==> config.mk <==
export PLATFORM = sky130hd
export DESIGN_NAME = click_report_sequencer
export DESIGN_NICKNAME = d
export VERILOG_FILES = /design/src/rtl/click_report_sequencer.sv
export SDC_FILE = /design/constraint.sdc
export NUM_CORES = 1
export LEC_CHECK = 0
export CAP_MARGIN = 5
export CORE_ASPECT_RATIO = 1.25
export CORE_MARGIN = 1.5
export CORE_UTILIZATION = 44
export CTS_CLUSTER_DIAMETER = 60
export DETAILED_ROUTE_END_ITERATION = 8
export MAX_ROUTING_LAYER = met4
export PLACE_DENSITY = 0.71
export SYNTH_ARGS = -nofsm -noshare
export SYNTH_HDL_FRONTEND = slang
export SYNTH_SLANG_ARGS = --single-unit
==> constraint.sdc <==
create_clock -name clk -period 3.2 [get_ports clk]
set_input_delay 0.48 -clock clk [delete_from_list [all_inputs] [get_ports clk]]
set_output_delay 0.48 -clock clk [all_outputs]
set_load 0.1 [all_outputs]
==> src/rtl/click_report_sequencer.sv <==
// Click report sequencer.
// Queues left/right click pulses, accumulates signed motion, and turns every click into a
// press report, a timed hold, a release report and an inter-click gap. Motion-only reports
// are sent from idle when motion is pending and the report period has elapsed.
//
// Ports:
//   clk, rst_n                   clock, synchronous active-low reset
//   enable                       accept new clicks and motion when 1
//   left_click_pulse             one-cycle left click event
//   right_click_pulse            one-cycle right click event
//   dx, dy                       signed per-cycle motion
//   rpt_valid, rpt_ready         report handshake
//   rpt_buttons, rpt_dx, rpt_dy  report payload (buttons bit0 = left, bit1 = right)
//   fifo_full                    click queue full
//   drop_cnt                     saturating count of dropped click events
module click_report_sequencer #(
  parameter int unsigned FIFO_DEPTH    = 4,
  parameter int unsigned HOLD_CYCLES   = 8,
  parameter int unsigned GAP_CYCLES    = 4,
  parameter int unsigned REPORT_PERIOD = 16
) (
  input  logic       clk,
  input  logic       rst_n,
  input  logic       enable,
  input  logic       left_click_pulse,
  input  logic       right_click_pulse,
  input  logic [7:0] dx,
  input  logic [7:0] dy,
  output logic       rpt_valid,
  input  logic       rpt_ready,
  output logic [1:0] rpt_buttons,
  output logic [7:0] rpt_dx,
  output logic [7:0] rpt_dy,
  output logic       fifo_full,
  output logic [7:0] drop_cnt
);

  localparam int unsigned AW = (FIFO_DEPTH > 1) ? $clog2(FIFO_DEPTH) : 1;
  localparam int unsigned CW = AW + 1;
  localparam int unsigned HW = $clog2(HOLD_CYCLES + 1);
  localparam int unsigned GW = $clog2(GAP_CYCLES + 1);
  localparam int unsigned PW = $clog2(REPORT_PERIOD + 1);

  localparam logic [2:0] StIdle        = 3'd0;
  localparam logic [2:0] StPressWait   = 3'd1;
  localparam logic [2:0] StHold        = 3'd2;
  localparam logic [2:0] StReleaseWait = 3'd3;
  localparam logic [2:0] StGap         = 3'd4;
  localparam logic [2:0] StMotionWait  = 3'd5;

  // Signed 8-bit add clamped to [-128, 127].
  function automatic logic [7:0] sat_add(input logic [7:0] a, input logic [7:0] b);
    logic [8:0] s;
    s = {a[7], a} + {b[7], b};
    if (s[8] != s[7]) begin
      return s[8] ? 8'h80 : 8'h7F;
    end
    return s[7:0];
  endfunction

  logic [1:0]    fifo_mem_q [FIFO_DEPTH];
  logic [AW-1:0] wr_ptr_q, rd_ptr_q;
  logic [CW-1:0] count_q, count_d;
  logic          full_q;
  logic [7:0]    drop_q;

  logic [7:0]    acc_x_q, acc_x_d, acc_y_q, acc_y_d;
  logic [PW-1:0] period_q;
  logic [HW-1:0] hold_q, hold_d;
  logic [GW-1:0] gap_q, gap_d;
  logic [2:0]    state_q, state_d;

  logic          valid_q;
  logic [1:0]    buttons_q;
  logic [7:0]    rdx_q, rdy_q;

  logic          push_req, push, pop, drop, is_full, hs, launch;
  logic [1:0]    push_code, launch_buttons;

  assign hs        = valid_q & rpt_ready;
  assign push_code = {right_click_pulse, left_click_pulse};
  assign push_req  = enable & (left_click_pulse | right_click_pulse);
  assign is_full   = (count_q == CW'(FIFO_DEPTH));
  // Idle always launches when the queue is non-empty, so a pop is exactly that condition.
  assign pop       = (state_q == StIdle) && (count_q != '0);
  // A pop frees the slot in the same cycle, so a full queue can still accept a push.
  assign push      = push_req & (~is_full | pop);
  assign drop      = push_req & is_full & ~pop;

  always_comb begin
    count_d = count_q;
    if (push && !pop) begin
      count_d = count_q + 1'b1;
    end else if (!push && pop) begin
      count_d = count_q - 1'b1;
    end
  end

  always_comb begin
    state_d        = state_q;
    hold_d         = hold_q;
    gap_d          = gap_q;
    launch         = 1'b0;
    launch_buttons = 2'b00;
    case (state_q)
      StIdle: begin
        if (count_q != '0) begin
          launch         = 1'b1;
          launch_buttons = fifo_mem_q[rd_ptr_q];
          state_d        = StPressWait;
        end else if ((acc_x_q != 8'h00 || acc_y_q != 8'h00) &&
                     period_q == PW'(REPORT_PERIOD)) begin
          launch  = 1'b1;
          state_d = StMotionWait;
        end
      end
      StPressWait: begin
        if (hs) begin
          hold_d  = '0;
          state_d = StHold;
        end
      end
      StHold: begin
        if (hold_q == HW'(HOLD_CYCLES - 1)) begin
          launch  = 1'b1;
          state_d = StReleaseWait;
        end else begin
          hold_d = hold_q + 1'b1;
        end
      end
      StReleaseWait: begin
        if (hs) begin
          gap_d   = '0;
          state_d = StGap;
        end
      end
      StGap: begin
        if (gap_q == GW'(GAP_CYCLES - 1)) begin
          state_d = StIdle;
        end else begin
          gap_d = gap_q + 1'b1;
        end
      end
      StMotionWait: begin
        if (hs) begin
          state_d = StIdle;
        end
      end
      default: state_d = StIdle;
    endcase
  end

  // On launch the accumulator restarts from this cycle's motion so nothing is lost or counted
  // twice; otherwise it keeps saturating-accumulating, including while a report is stalled.
  always_comb begin
    if (launch) begin
      acc_x_d = enable ? dx : 8'h00;
      acc_y_d = enable ? dy : 8'h00;
    end else if (enable) begin
      acc_x_d = sat_add(acc_x_q, dx);
      acc_y_d = sat_add(acc_y_q, dy);
    end else begin
      acc_x_d = acc_x_q;
      acc_y_d = acc_y_q;
    end
  end

  always_ff @(posedge clk) begin
    if (!rst_n) begin
      for (int unsigned i = 0; i < FIFO_DEPTH; i++) begin
        fifo_mem_q[i] <= 2'b00;
      end
      wr_ptr_q  <= '0;
      rd_ptr_q  <= '0;
      count_q   <= '0;
      full_q    <= 1'b0;
      drop_q    <= 8'h00;
      acc_x_q   <= 8'h00;
      acc_y_q   <= 8'h00;
      period_q  <= '0;
      hold_q    <= '0;
      gap_q     <= '0;
      state_q   <= StIdle;
      valid_q   <= 1'b0;
      buttons_q <= 2'b00;
      rdx_q     <= 8'h00;
      rdy_q     <= 8'h00;
    end else begin
      if (push) begin
        fifo_mem_q[wr_ptr_q] <= push_code;
        wr_ptr_q             <= wr_ptr_q + 1'b1;
      end
      if (pop) begin
        rd_ptr_q <= rd_ptr_q + 1'b1;
      end
      count_q <= count_d;
      full_q  <= (count_d == CW'(FIFO_DEPTH));
      if (drop && drop_q != 8'hFF) begin
        drop_q <= drop_q + 8'd1;
      end
      acc_x_q <= acc_x_d;
      acc_y_q <= acc_y_d;
      if (hs) begin
        period_q <= '0;
      end else if (period_q != PW'(REPORT_PERIOD)) begin
        period_q <= period_q + 1'b1;
      end
      hold_q  <= hold_d;
      gap_q   <= gap_d;
      state_q <= state_d;
      // Launches only happen from idle or hold, where no report is outstanding.
      if (launch) begin
        valid_q   <= 1'b1;
        buttons_q <= launch_buttons;
        rdx_q     <= acc_x_q;
        rdy_q     <= acc_y_q;
      end else if (hs) begin
        valid_q <= 1'b0;
      end
    end
  end

  assign rpt_valid   = valid_q;
  assign rpt_buttons = buttons_q;
  assign rpt_dx      = rdx_q;
  assign rpt_dy      = rdy_q;
  assign fifo_full   = full_q;
  assign drop_cnt    = drop_q;

endmodule
; ---- After elaboration in Yosys (flattened, before gate mapping)
; Memories as Yosys holds them, arrays and structs flattened. A register that Yosys moved wholly into a read port is not among the register bits.
; Index checks and enable logic that the tools add are counted.
[word_totals]
reg_bits = 66
latch_bits = 0
ram_bits = 8
mem_bits_ro = 0
out_inout_bits = 28
elab_cells = 129
mem_count = 1
[memory_table]
columns = memory, depth, width, rd, rd_clocked_by_memory_dff, wr, line_no
row1 = fifo_mem_q, 4, 2, 1, 1, 4, 61  ; logic [1:0] fifo_mem_q [FIFO_DEPTH];
[op_classes]
add_sub_neg = 10
n_mul = 0
div = 0
n_lt_le_gt_ge = 0
eq_ne = 22
shift = 0
mux = 50
bitwise_logic = 10
n_reduce_logical = 21
[op_table]
columns = op, count
row1 = 8-bit 2-to-1 mux, 12
row2 = 3-bit 2-to-1 mux, 10
row3 = 8-bit by 8-bit adder with 9-bit output, 2
row4 = 3-bit one-hot mux with 6 select lines, 1
row5 = 1-bit 2-to-1 mux, 16
row6 = 8-bit nonzero test, 2
row7 = "2-bit inequality test, second input constant", 7
row8 = "3-bit == test, second input constant", 4
row9 = 2-bit 2-to-1 mux, 6
row10 = "3-bit by 2-bit == test with 1-bit output, second input constant", 3
row11 = "8-bit by 1-bit adder with 8-bit output, second input constant", 1
row12 = 4-bit 2-to-1 mux, 2
row13 = "8-bit inequality test, second input constant", 1
row14 = 4-bit one-hot mux with 2 select lines, 1
row15 = 2-bit nonzero test, 4
row16 = "3-bit by 1-bit adder with 3-bit output, second input constant", 2
row17 = 3-bit one-hot mux with 2 select lines, 1
row18 = 3-bit AND reduction, 2
row19 = 6-bit AND reduction, 1
row20 = "5-bit by 1-bit adder with 5-bit output, second input constant", 1
row21 = 1-bit AND, 5
row22 = "5-bit == test, second input constant", 1
row23 = 1-bit logical AND, 5
row24 = "5-bit inequality test, second input constant", 1
row25 = 15 further kinds, 22

; ---- Logic depth before layout (Yosys ltp)
[logic_depth]
depth_word = 10
depth_mapped = 9
ltp_nobuf = 9

; ---- Worst setup path before layout
; Ideal clock, no wire load.
[synth_path]
kind = register -> register
startpoint = register drop_q[0], in the netlist drop_cnt[0]
endpoint = register drop_q[5], in the netlist drop_cnt[5]
setup_time_ns = 0.070
arrival_time_ns = 2.440
setup_slack_ns = 0.690
path_stages_with_launch = 7
cell_sequence = dfxtp_1 > ha_1 > and3_1 > a311oi_2 > nand4_1 > or3_1 > a21oi_1
[synth_between]
elab_chain_len = 2
elab_cells_between_ends = 3
[synth_rtl]
columns = item, line_no
row1 = from (decl), 65  ; logic [7:0] drop_q;
row2 = from (signal assigned), 199  ; drop_q <= drop_q + 8'd1;
row3 = "parallel branches: the longest is 2 deep, another holds 8-bit by 1-bit adder with 8-bit output", -
; Several ways; the timed one is not identified.
; A chain may end at the register's enable or synchronous reset.

; ---- Worst setup path after layout
[layout_path]
startpoint = register count_q[0]
endpoint = register acc_x_q[6]
[layout_between]
elab_chain_len = 4
elab_cells_between_ends = 5
[layout_rtl]
columns = item, line_no
row1 = from (decl), 63  ; logic [CW-1:0] count_q, count_d;
row2 = from (signal assigned), 196  ; count_q <= count_d;
row3 = 3-bit nonzero test (*), 107  ; if (count_q != '0) begin
row4 = 1-bit 2-to-1 mux (*), 107
row5 = 1-bit one-hot mux with 2 select lines (*), 105  ; case (state_q)
row6 = 8-bit 2-to-1 mux / 2-bit nonzero test (equally long branches), -
row7 = to (signal assigned), 178  ; acc_x_q <= 8'h00;
row8 = to (signal assigned), 201  ; acc_x_q <= acc_x_d;
row9 = to (decl), 67  ; logic [7:0] acc_x_q, acc_x_d, acc_y_q, acc_y_d;
; Every way passes the cells marked *; elsewhere a longest branch is shown, timed or not.

==> results.md <==
* CORE AREA at 0.00927 sq mm
* WL/cell at 15.1 um
* Final worst clock skew at 0.00670 ns
* Max Freq at 371 MHz
* Initial antenna violation count at 0
* Largest net degree at the start of global routing at 30
* Hold Path Origin: gap_q[2]
* Multi-input logic area at 0.00250 sq mm
* Post-synthesis sequential area ratio at 37.6%
* Asr flop ratio synth at 0%
* CTS clk-pin slew, worst paths at 0.06 ns
* CTS Buf Count at 9
* Num rows at 39
* I/O Buffers at 49
* ANT nets after route at 0
* Setup_tns at 0 ns
* Final Hold Fails at 0
* Worst path arrival time at 2.93 ns
* P&R area growth vs syn at 20.9%
* Final Cycle Share at 84.3%
* Final estimated routing congestion in global placement at 0.952
* Yosys warns at 0
* Die W at 90.9 um
* Hold crit path type: flip-flop to flip-flop
* Die Area at 0.0103 sq mm
* Busiest grt layer: met2
* Core Util, Final at 55.5%
* Main synth FF type: dfxtp_1
* Hold Crit Depth at 2
* Count of cell types in the netlist at 69
* Met2 Use GR at 35.9%
* Clk sinks at 76
* CP max FO at 15
* Starting density of the core at 45.9%
* PwrDens at 965 mW/mm^2
* Maximum clock path buffer count at 2
* Clock Latency Late Sink at 0.33 ns
* First-pass GRT wire length at 17200 um
* Total GRT Usage at 21.2%
* H-tree levels at 3
* FF/Latch Area at 0.00160 sq mm
* FF-to-FF path depth at 8
* Post-CTS sizing at 0
* CTS tree: done
* LEAKAGE at 1.96 nW
* GR Layer Usage met1 at 23.7%
* Vias per cell at 5.74
* Final setup fails at 0
* GR Util met3 at 3.83%
* Diode count at 0
* Worst Tran Pin Value at 1.13 ns
* Mapped Avg Cell Area at 8.54 sq um
* CTS Hold Bufs at 0
* Top-Level Pins at 50
* R2R Setup Slk at 0.50 ns
* Placed Area at 0.00481 sq mm
* Req. time, crit path at 3.44 ns
* Die H at 113 um
* First-pass DRT Iterations at 5
* Setup repair bufs after CTS at 0
* Post-DP HPWL at 7550 um
* Final Slew Violations at 0
* Max_slew headroom at 24.1%
* Layout filler cell count at 846
* Share of layout cells above drive strength 1 at 10.7%
* Outcome: finished, final reports clean
* #FFs+latches synth at 76
* Worst r2r dst: acc_x_q[6]
* Root Driver: clkbuf_16
* WL final at 10200 um
* Syn nets at 547
* Syn Inst Count at 498
* Reg2reg start: count_q[0]
* EDFF count, synth at 8
* Min Tclk post-route at 2.70 ns
* Crit Path Category: flip-flop to flip-flop
* Max Cap Viol at 0
* Critical path endpoint category: flip-flop
* Iter 0 DRT Violations at 236
* Remaining DRCs at 0
* Total grt overflow at 0
* Vias at 3862
* Worst-case vdd ir drop at 377 uV
* Fin area at 0.00514 sq mm
* Crit start category: flip-flop
* Cell Area, Synth at 0.00425 sq mm
* Fin nets at 594
* Unrepaired setup endpoints after global routing: no
* Vias in the first global route at 3772
* Worst Hold Endpoint: gap_q[2]
area by class of cell:
class / count / area share [%]
multi-input cells: 385 / 48.6
flip-flops and latches: 76 / 31.2
repair buffers: 57 / 9.64
clock buffers: 10 / 4.45
well taps: 123 / 2.99
clock inverters: 6 / 2.00
inverters: 16 / 1.17
report_power, final:
group | total [mW] | leakage [nW] | switching [mW] | internal [mW]
Sequential | 1.40 | 0.638 | 0.227 | 1.17
Clock | 1.13 | 0.162 | 0.373 | 0.755
Combinational | 2.44 | 1.16 | 1.58 | 0.856
Total | 4.96 | 1.96 | 2.18 | 2.78
registers in the layout (all words and copies together), names as in the netlist, named ones only:
signal,flops
fifo_full,1
acc_y_q,8
rpt_buttons,2
rpt_dy,8
drop_cnt,8
rpt_valid,1
hold_q,4
state_q,3
count_q,3
fifo_mem_q,8
wr_ptr_q,2
period_q,5
acc_x_q,8
rd_ptr_q,2
rpt_dx,8
gap_q,3
routing by layer:
layer | part of all wire [%] | wire length, um
met4 | 3.2 | 323
met2 | 50 | 5050
met3 | 5.1 | 521
met1 | 42 | 4260
met5 | 0 | 0
Yosys cell counts, types with 11 or more instances:
library cell	instances	area, sq um
dfxtp_1	68	1360
ha_1	25	313
nand3_1	14	70.1
a21oi_1	47	235
nand2_1	63	236
nor2_1	48	180
inv_1	15	56.3
a22oi_1	14	105
nor3_1	11	55.1
o21ai_0	16	80.1
cells in the final DEF (no fill, tap or decap), types with 6 or more instances in the layout:
cell type	synthesis	routed
ha_1	25	25
clkdlybuf4s50_1	0	27
nor4_1	6	6
o21ai_0	16	16
nor3_1	11	11
nand2_1	63	63
dfxtp_1	68	68
nand2b_1	6	6
a21o_1	10	10
edfxtp_1	8	8
a22oi_1	14	14
a21oi_1	47	46
buf_4	3	30
clkbuf_16	0	9
nand4_1	7	7
nor2_1	48	48
inv_1	15	15
o22ai_1	6	6
xnor2_1	9	9
nand3_1	14	14
xor2_1	10	10
a211oi_1	6	6
critical path, stage by stage (launching register included):
cell and delay (ns):
dfxtp_1 0.34, inv_1 0.10, ha_1 0.21, nor2b_1 0.33, o22ai_2 0.17, a21o_1 0.19, nor2_1 0.85, a22oi_1 0.22
o32ai_1 0.18
kinds of logic (layout without fill, tap and decap cells):
kind of cell | count (synthesis) | in the layout | synth area share, %
mux | 5 | 5 | 1.79
buf+inv | 37 | 89 | 3.71
simple gates | 184 | 184 | 20.5
xor+xnor | 19 | 19 | 3.91
flops | 76 | 76 | 37.6
fa+ha+maj | 28 | 28 | 8.53
compound gates | 149 | 149 | 23.9
stage by stage:
step,setup WS (ns),hold slack [ns],total power [mW],std cells
detailed placement,0.191,0.443,3.82,657
global route,0.306,0.472,5.27,673
floorplan,0.690,0.432,3.27,498
finish,0.504,0.450,4.96,673
global placement,0.284,0.439,3.80,657
CTS,0.531,0.451,4.96,673
worst max path at each step:
stage | from | endpoint | slack (ns)
2_1_floorplan | drop_cnt[0] | drop_cnt[5] | 0.69
3_3_place_gp | dy[0] | acc_y_q[0] | 0.28
3_5_place_dp | dx[0] | acc_x_q[0] | 0.19
4_1_cts | count_q[0] | acc_y_q[6] | 0.53
5_1_grt | count_q[0] | acc_y_q[6] | 0.31
6_report | count_q[0] | acc_x_q[6] | 0.50
Power figures use the tool's default switching activity.
